--- src/rtl/rom_load_sequencer_if.sv ---
// HPS ioctl download bus as seen by the ROM load sequencer.
// The HPS side drives every signal; the sequencer only observes.
interface rom_load_sequencer_if;
    logic        ioctl_download;
    logic        ioctl_wr;
    logic [7:0]  ioctl_index;
    logic [24:0] ioctl_addr;
    logic [7:0]  ioctl_dout;

    modport master (output ioctl_download, ioctl_wr, ioctl_index, ioctl_addr, ioctl_dout);
    modport slave  (input  ioctl_download, ioctl_wr, ioctl_index, ioctl_addr, ioctl_dout);
endinterface

--- src/rtl/rom_load_sequencer.sv ---
// ROM download decoder and core reset sequencer for the Blockade-family core:
// splits ioctl writes into program/graphics strobes, verifies the image, then releases core reset.
module rom_load_sequencer #(
    parameter int PROG_SIZE   = 4096,
    parameter int GFX_SIZE    = 1024,
    parameter int HOLD_CYCLES = 1024,
    parameter int CNT_W       = 16
) (
    input  logic                    clk,
    input  logic                    reset,
    rom_load_sequencer_if.slave     ioctl,
    input  logic                    user_reset,
    output logic                    prog_we,
    output logic                    gfx_we,
    output logic [13:0]             dn_addr,
    output logic [7:0]              dn_data,
    output logic [1:0]              game_mode,
    output logic                    core_reset,
    output logic                    rom_valid,
    output logic                    loading,
    output logic [CNT_W-1:0]        byte_count
);
    localparam int                HOLD_W    = $clog2(HOLD_CYCLES);
    localparam logic [HOLD_W-1:0] HOLD_LOAD = HOLD_W'(HOLD_CYCLES - 1);
    localparam logic [24:0]       PROG_END  = 25'(PROG_SIZE);
    localparam logic [24:0]       GFX_END   = 25'(PROG_SIZE + GFX_SIZE);

    typedef enum logic [2:0] {IDLE, LOAD, VERIFY, HOLD, RUN} state_t;

    state_t            state_reg, state_next;
    logic [HOLD_W-1:0] hold_reg, hold_next;
    logic [CNT_W-1:0]  byte_count_reg, byte_count_next;
    logic              nonzero_reg, nonzero_next;
    logic              rom_valid_reg, rom_valid_next;
    logic              prog_we_reg, prog_we_next;
    logic              gfx_we_reg, gfx_we_next;
    logic [13:0]       dn_addr_reg, dn_addr_next;
    logic [7:0]        dn_data_reg, dn_data_next;
    logic [1:0]        game_mode_reg, game_mode_next;
    logic              loading_reg, loading_next;
    logic              core_reset_reg, core_reset_next;
    logic              dl_prev_reg;

    logic rom_wr, mode_wr, dl_start;

    // Only a rising edge of download starts a load, so a download interrupted by reset stays ignored.
    assign rom_wr   = ioctl.ioctl_wr && (ioctl.ioctl_index == 8'd0);
    assign mode_wr  = ioctl.ioctl_wr && (ioctl.ioctl_index == 8'd1);
    assign dl_start = ioctl.ioctl_download && !dl_prev_reg && (ioctl.ioctl_index == 8'd0);

    always_comb begin
        state_next      = state_reg;
        hold_next       = hold_reg;
        byte_count_next = byte_count_reg;
        nonzero_next    = nonzero_reg;
        rom_valid_next  = rom_valid_reg;
        prog_we_next    = 1'b0;
        gfx_we_next     = 1'b0;
        dn_addr_next    = dn_addr_reg;
        dn_data_next    = dn_data_reg;
        game_mode_next  = game_mode_reg;

        if (mode_wr)
            game_mode_next = ioctl.ioctl_dout[1:0];

        if (dl_start) begin
            state_next      = LOAD;
            byte_count_next = '0;
            nonzero_next    = 1'b0;
            rom_valid_next  = 1'b0;
        end else begin
            case (state_reg)
                LOAD: begin
                    if (rom_wr) begin
                        if (byte_count_reg != '1)
                            byte_count_next = byte_count_reg + 1'b1;
                        if (ioctl.ioctl_dout != 8'd0)
                            nonzero_next = 1'b1;
                        dn_data_next = ioctl.ioctl_dout;
                        if (ioctl.ioctl_addr < PROG_END) begin
                            prog_we_next = 1'b1;
                            dn_addr_next = ioctl.ioctl_addr[13:0];
                        end else if (ioctl.ioctl_addr < GFX_END) begin
                            gfx_we_next  = 1'b1;
                            dn_addr_next = ioctl.ioctl_addr[13:0] - PROG_END[13:0];
                        end
                    end
                    if (!ioctl.ioctl_download)
                        state_next = VERIFY;
                end
                VERIFY: begin
                    if (nonzero_reg && (int'(byte_count_reg) >= PROG_SIZE)) begin
                        rom_valid_next = 1'b1;
                        state_next     = HOLD;
                        hold_next      = HOLD_LOAD;
                    end else begin
                        rom_valid_next = 1'b0;
                        state_next     = IDLE;
                    end
                end
                HOLD: begin
                    // Leaving at count 1 makes core_reset fall exactly HOLD_CYCLES after the load/restart edge.
                    if (user_reset || mode_wr) begin
                        hold_next = HOLD_LOAD;
                    end else if (hold_reg <= HOLD_W'(1)) begin
                        hold_next  = '0;
                        state_next = RUN;
                    end else begin
                        hold_next = hold_reg - 1'b1;
                    end
                end
                RUN: begin
                    if (user_reset || mode_wr) begin
                        state_next = HOLD;
                        hold_next  = HOLD_LOAD;
                    end
                end
                default: ;
            endcase
        end

        loading_next    = (state_next == LOAD);
        core_reset_next = (state_reg != RUN);
    end

    always_ff @(posedge clk or posedge reset) begin
        if (reset) begin
            state_reg      <= IDLE;
            hold_reg       <= '0;
            byte_count_reg <= '0;
            nonzero_reg    <= 1'b0;
            rom_valid_reg  <= 1'b0;
            prog_we_reg    <= 1'b0;
            gfx_we_reg     <= 1'b0;
            dn_addr_reg    <= '0;
            dn_data_reg    <= '0;
            game_mode_reg  <= '0;
            loading_reg    <= 1'b0;
            core_reset_reg <= 1'b1;
            dl_prev_reg    <= 1'b1;
        end else begin
            state_reg      <= state_next;
            hold_reg       <= hold_next;
            byte_count_reg <= byte_count_next;
            nonzero_reg    <= nonzero_next;
            rom_valid_reg  <= rom_valid_next;
            prog_we_reg    <= prog_we_next;
            gfx_we_reg     <= gfx_we_next;
            dn_addr_reg    <= dn_addr_next;
            dn_data_reg    <= dn_data_next;
            game_mode_reg  <= game_mode_next;
            loading_reg    <= loading_next;
            core_reset_reg <= core_reset_next;
            dl_prev_reg    <= ioctl.ioctl_download;
        end
    end

    assign prog_we    = prog_we_reg;
    assign gfx_we     = gfx_we_reg;
    assign dn_addr    = dn_addr_reg;
    assign dn_data    = dn_data_reg;
    assign game_mode  = game_mode_reg;
    assign core_reset = core_reset_reg;
    assign rom_valid  = rom_valid_reg;
    assign loading    = loading_reg;
    assign byte_count = byte_count_reg;
endmodule

--- src/flat_wrapper.sv ---
// flat-port wrapper written by rule: the top's interface ports become plain ports
module rom_load_sequencer_flat 
#(
    parameter int PROG_SIZE   = 4096,
    parameter int GFX_SIZE    = 1024,
    parameter int HOLD_CYCLES = 1024,
    parameter int CNT_W       = 16
)
  (clk, reset, user_reset, prog_we, gfx_we, dn_addr, dn_data, game_mode, core_reset, rom_valid, loading, byte_count, ioctl_ioctl_download, ioctl_ioctl_wr, ioctl_ioctl_index, ioctl_ioctl_addr, ioctl_ioctl_dout);
  rom_load_sequencer_if ioctl_i ();
  input  logic clk;
  input  logic reset;
  input  logic user_reset;
  output logic prog_we;
  output logic gfx_we;
  output logic [13:0] dn_addr;
  output logic [7:0] dn_data;
  output logic [1:0] game_mode;
  output logic core_reset;
  output logic rom_valid;
  output logic loading;
  output logic [CNT_W-1:0] byte_count;
  input wire logic [$bits(ioctl_i.ioctl_download)-1:0] ioctl_ioctl_download;
  input wire logic [$bits(ioctl_i.ioctl_wr)-1:0] ioctl_ioctl_wr;
  input wire logic [$bits(ioctl_i.ioctl_index)-1:0] ioctl_ioctl_index;
  input wire logic [$bits(ioctl_i.ioctl_addr)-1:0] ioctl_ioctl_addr;
  input wire logic [$bits(ioctl_i.ioctl_dout)-1:0] ioctl_ioctl_dout;
  assign ioctl_i.ioctl_download = ioctl_ioctl_download;
  assign ioctl_i.ioctl_wr = ioctl_ioctl_wr;
  assign ioctl_i.ioctl_index = ioctl_ioctl_index;
  assign ioctl_i.ioctl_addr = ioctl_ioctl_addr;
  assign ioctl_i.ioctl_dout = ioctl_ioctl_dout;
  rom_load_sequencer #(.PROG_SIZE(PROG_SIZE), .GFX_SIZE(GFX_SIZE), .HOLD_CYCLES(HOLD_CYCLES), .CNT_W(CNT_W)) u_core (.clk(clk), .reset(reset), .ioctl(ioctl_i), .user_reset(user_reset), .prog_we(prog_we), .gfx_we(gfx_we), .dn_addr(dn_addr), .dn_data(dn_data), .game_mode(game_mode), .core_reset(core_reset), .rom_valid(rom_valid), .loading(loading), .byte_count(byte_count));
endmodule
--- config.mk ---
export PLATFORM = sky130hd
export DESIGN_NAME = rom_load_sequencer_flat
export DESIGN_NICKNAME = d
export VERILOG_FILES = /design/src/rtl/rom_load_sequencer_if.sv /design/src/rtl/rom_load_sequencer.sv /design/src/flat_wrapper.sv
export SDC_FILE = /design/constraint.sdc
export NUM_CORES = 1
export LEC_CHECK = 0
export ABC_AREA = 1
export CAP_MARGIN = 20
export CORE_MARGIN = 10
export CORE_UTILIZATION = 48
export DETAILED_ROUTE_END_ITERATION = 6
export PLACE_DENSITY = 0.8
export SLEW_MARGIN = 20
export SYNTH_ARGS = -nofsm -noshare
export SYNTH_HDL_FRONTEND = slang
export SYNTH_SLANG_ARGS = --single-unit
--- constraint.sdc ---
create_clock -name clk -period 2.69 [get_ports clk]
set_input_delay 0.807 -clock clk [delete_from_list [all_inputs] [get_ports clk]]
set_output_delay 0.807 -clock clk [all_outputs]
set_load 0.02 [all_outputs]
# ---- Word-level counts from Yosys, hierarchy flattened
# Cells that the tools add are included.
dict set report classes {
  mux 34
  magnitude_cmp 4
  eq_ne 10
  div_mod_pow 0
  n_shift 0
  n_mul 0
  reduce_logical 21
  n_addsub 3
  n_bitwise 1
}
# op n
set ops {}
lappend ops {{$mux W16} 4}
lappend ops {{$lt A25 B13 Y1 const B} 2}
lappend ops {{$mux W10} 4}
lappend ops {{$pmux W10 S3} 1}
lappend ops {{$mux W14} 2}
lappend ops {{$add A16 B1 Y16 const B} 1}
lappend ops {{$ge A16 B13 Y1 const B} 1}
lappend ops {{$mux W1} 16}
lappend ops {{$ne A16 B16 Y1 const B} 1}
lappend ops {{$mux W3} 5}
lappend ops {{$sub A14 B13 Y14 const B} 1}
lappend ops {{$pmux W3 S4} 1}
lappend ops {{$reduce_bool A2 Y1} 6}
lappend ops {{$le A10 B1 Y1 const B} 1}
lappend ops {{$sub A10 B1 Y10 const B} 1}
lappend ops {{$reduce_and A3 Y1} 3}
lappend ops {{$eq A8 B1 Y1 const B} 1}
lappend ops {{$logic_not A8 Y1} 1}
lappend ops {{$reduce_and A4 Y1} 2}
lappend ops {{$reduce_bool A8 Y1} 1}
lappend ops {{$eq A3 B1 Y1 const B} 2}
lappend ops {{$eq A3 B2 Y1 const B} 2}
lappend ops {{$logic_and A1 B1 Y1} 5}
lappend ops {{$ne A2 B1 Y1 const B} 2}
lappend ops {{other kinds (7)} 7}
dict set report totals {
  ff_bits 60
  input_bits 46
  mem_bits_ro 0
  word_cells 86
  n_memories 0
  latch_bits 0
  mem_bits_rw 0
}

# ---- Longest topological paths before layout
# Gate-level depths: netlist of the first run.
dict set report depth {
  word_depth 7
  ltp_mapped 12
}

# ---- Worst setup path before layout of the first run
# OpenSTA, ideal clock, no wires.
dict set report synth_timing {
  kind {input port to flip-flop}
  from {input port ioctl_ioctl_index[7]}
  to {register u_core.byte_count_reg[5], in the netlist u_core.byte_count[5]}
  required_time_ps 2566
  slack_ps 802
  t_arrival_ps 1764
  stages 10
  path_cell_list {inv_1 nand2_1 nor2_2 nor2b_2 nand2_2 nand2_1 nand3_2 buf_2 nand2_1 o21ai_1}
}
dict set report synth_between {
  elab_chain_len 4
  word_cells_on_any_way 8
  classes_between {mux: 1; reduce/logical: 7}
}
# item line
set synth_rtl {}
lappend synth_rtl {{from (decl)} flat_wrapper.sv:25} ;# input wire logic [$bits(ioctl_i.ioctl_index)-1:0] ioctl_ioctl_index;
lappend synth_rtl {{$logic_not A8 Y1 (*)} {rom_load_sequencer.sv:47, rom_load_sequencer.sv:49}}
lappend synth_rtl {{$logic_and A1 B1 Y1, on equally long branches} {rom_load_sequencer.sv:49, rom_load_sequencer.sv:47}}
lappend synth_rtl {{$reduce_bool A2 Y1 (no source line)} n/a}
lappend synth_rtl {{$reduce_and A3 Y1 (no source line)} n/a}
lappend synth_rtl {{to (signal assigned)} rom_load_sequencer.sv:144} ;# byte_count_reg <= byte_count_next;
lappend synth_rtl {{to (decl)} rom_load_sequencer.sv:32} ;# logic [CNT_W-1:0] byte_count_reg, byte_count_next;
# Mark *: on every way between the ends. The rest lies on a longest branch, timed or not.
# A chain may end at the register's enable or synchronous reset.

# ---- Worst setup path in the final report of the first run
dict set report layout_timing {
  from {register u_core.byte_count_reg[13], in the netlist u_core.byte_count[13]}
  to {output port byte_count[13]}
}
# item line
set layout_lines {}
lappend layout_lines {{to (decl)} flat_wrapper.sv:22} ;# output logic [CNT_W-1:0] byte_count;
# No word-level cell between the ends.

==> impl_metrics.ini, run 1 <==
[cells_and_area]
largest_reg_flops = 16
drive_gt1_frac = 0.08484
multi_input_area_um2 = 1521
diodes = 0
final_cells = 634
final_cell_mix = nand2_1, clkdlybuf4s50_1, dfrtp_1, nor2_1, inv_1
final_common_cell = nand2_1
fin_nets = 599
num-fill-cells = 546
ff_latch_area_um2 = 1504
areaGrowthSynthToFinish_pct = 37.92

[worst_hold_path]
min_from = u_core.dn_data[0]
min_path_cells = 2
min_to = u_core.dn_data[0]
hp-class = reg2reg

[setup_path]
critPathCaptureType = output port
cp-start-kind = flip-flop
max_stage_delay_ns = 0.66
r2r_end = u_core.byte_count[14]
worst-setup-path-type = reg2out
crit_slowest_cell = clkdlybuf4s50_1
crit_arrival_ns = 1.50
reg2reg_from = u_core.byte_count[0]
cp_max_fo = 8
crit_required_ns = 1.88
cpLargestDelayFamily = buffers and inverters
crit_chain = clkdlybuf4s50_1
worst_r2r_path_depth = 10
reg2reg_slack_ns = 0.74
path_buf_inv = 1

[power_and_ir_drop]
irDropWorstVdd_mv = 0.3033
p_total_mw = 2.925
powerDensity_nw_per_um2 = 646.0
p_leak_nw = 2.183

[placement]
dp_slack_ns = 0.08584
post-place-cells = 618
post-dp-hpwl_um = 6805
port_buffers = 90
gp_congestion = 0.8896

[clock_tree]
clkTransAtPathRegs_ns = 0.07
clock_latency_ns = 0.34
numCtsBuffers = 9
h-tree-depth = 3
cts-root-buf = clkbuf_8
cts_num_sinks = 60
postCtsSetupBuffers = 0
clk_path_buf_depth = 2
cts_tree = built
cts_resized = 0
cts_hold_buf = 0

[sta]
max_freq_ghz = 0.4326
final.setup.tns_ns = 0
fin_ws_ns = 0.3786
finalClockSkew_ns = 0.007906
finalSetupViolations = 0
worst_pin_slew_ns = 0.4713
finalCritPeriodShare = 0.8592
hold_violations = 0
hold_slack_ns = 0.4898
slew-limit-headroom = 0.6858
report.final.slew_viol_count = 0
rsz0062_at_grt = false
final.min_clock_period_ns = 2.311

[floorplanning]
coreArea_um2 = 6719
start_util = 0.4886
die_w_um = 102.7
design.die.area_um2 = 10550
die_y_um = 102.7
num_rows = 30
pin_count = 91

[synthesis]
syn_nets = 495
syn_area_um2 = 3283
synth_edf_count = 0
ys_types = 37
ys_warn_count = 0
yosys_register_bits = 60
syn_avg_cell_area_um2 = 7.378
ys.flop_type = dfrtp_1
synth-seq-area-share = 0.4581
synth_cells = 445
synthArstFlopShare = 1.000

[detailed_routing]
drt-total-wl_um = 8977
wire_per_inst_um = 14.16
vias_per_cell = 5.033
firstDrtPassIters = 5
first_iter_violations = 144
final_antenna_net_count = 0
num_vias = 3191
remaining_drc_errors = 0

[run]
cap_violations = 0

[global_route]
track_usage = 0.1746
grt_pass1_wl_um = 14520
grt-ovfl-total = 0
grt_max_degree = 38
grt_pass1_vias = 3164
antenna_found_initial = 0

[outcome]
status = finished clean
-- tightest hold or removal path: stages (launching register included) --
cell	delay (ns)
dfrtp_1	0.35
nand2_1	0.05
o21ai_0	0.06
-- final cells by class --
class                           instances  share of cell area
Clock buffer                           12             0.03205
Timing Repair Buffer                  101              0.2172
Tap cell                               80             0.02211
Sequential cell                        60              0.3321
Inverter                               53             0.04449
Multi-Input combinational cell        324              0.3360
Clock inverter                          4             0.01603
-- where the power goes --
group | total (mW) | switching [mW] | internal (mW) | leakage, nW
clock network | 0.904 | 0.358 | 0.546 | 0.107
registers | 1.17 | 0.124 | 1.04 | 0.776
logic | 0.855 | 0.499 | 0.355 | 1.30
-- per-stage QoR --
stage          utilization  instance area (µm²)
2_1_floorplan            -                 3283
3_3_place_gp        0.6415                 4310
3_5_place_dp        0.6415                 4310
4_1_cts             0.6739                 4528
5_1_grt             0.6739                 4528
6_report            0.6739                 4528
-- cell families after synthesis --
group                      synth area share
and+or+nand+nor                      0.3342
buffers and inverters               0.07851
DFF                                  0.4581
AOI/OAI and AO/OA                   0.08194
xor gates and xnor gates            0.03201
adders and majority gates           0.01524
-- cell usage after synthesis, drive strengths merged, types with 2 or more instances --
cell type,count,area (µm²)
xor2,8,70.07
ha,4,50.05
a21oi,4,20.02
o21ai,36,180.2
clkbuf,2,7.510
dfrtp,58,1451
nand3b,2,15.01
o21bai,3,22.52
nand4,6,37.54
nor2,59,241.5
clkinv,4,17.52
xnor2,4,35.03
dfstp,2,52.55
inv,49,183.9
nor3,4,25.02
buf,6,48.79
nand3,24,130.1
or2,2,12.51
nand2,160,620.6
-- how the worst max path moves through the flow --
stage | start | endpoint | depth (start not counted)
CTS | u_core.byte_count[13] | byte_count[13] | 1
global route | ioctl_ioctl_index[4] | u_core.byte_count[2] | 11
detailed placement | ioctl_ioctl_index[4] | u_core.byte_count[5] | 11
global placement | ioctl_ioctl_index[7] | u_core.byte_count[5] | 11
floorplan | reset | u_core.byte_count[0] | 1
finish | u_core.byte_count[13] | byte_count[13] | 1
-- per-layer routing --
metal,GRT usage,vias up,routed length [µm]
li1,-,1598,-
met1,0.1989,1497,3588
met2,0.3013,81,4726
met3,0.04357,15,506
met4,0.07918,0,157
met5,0,-,0
(Power assumes the default switching activity.)
==> run 2: changes to the inputs <==
Settings changed: CAP_MARGIN 20 to 15.
==> results of run 2 <==
Final layout, timing and power as in run 1 (identical DEF).
==> run 3: changes to the inputs <==
Settings changed: CTS_CLUSTER_DIAMETER set to 120.
==> results of run 3 <==
Final layout, timing and power as in run 1 (identical DEF).
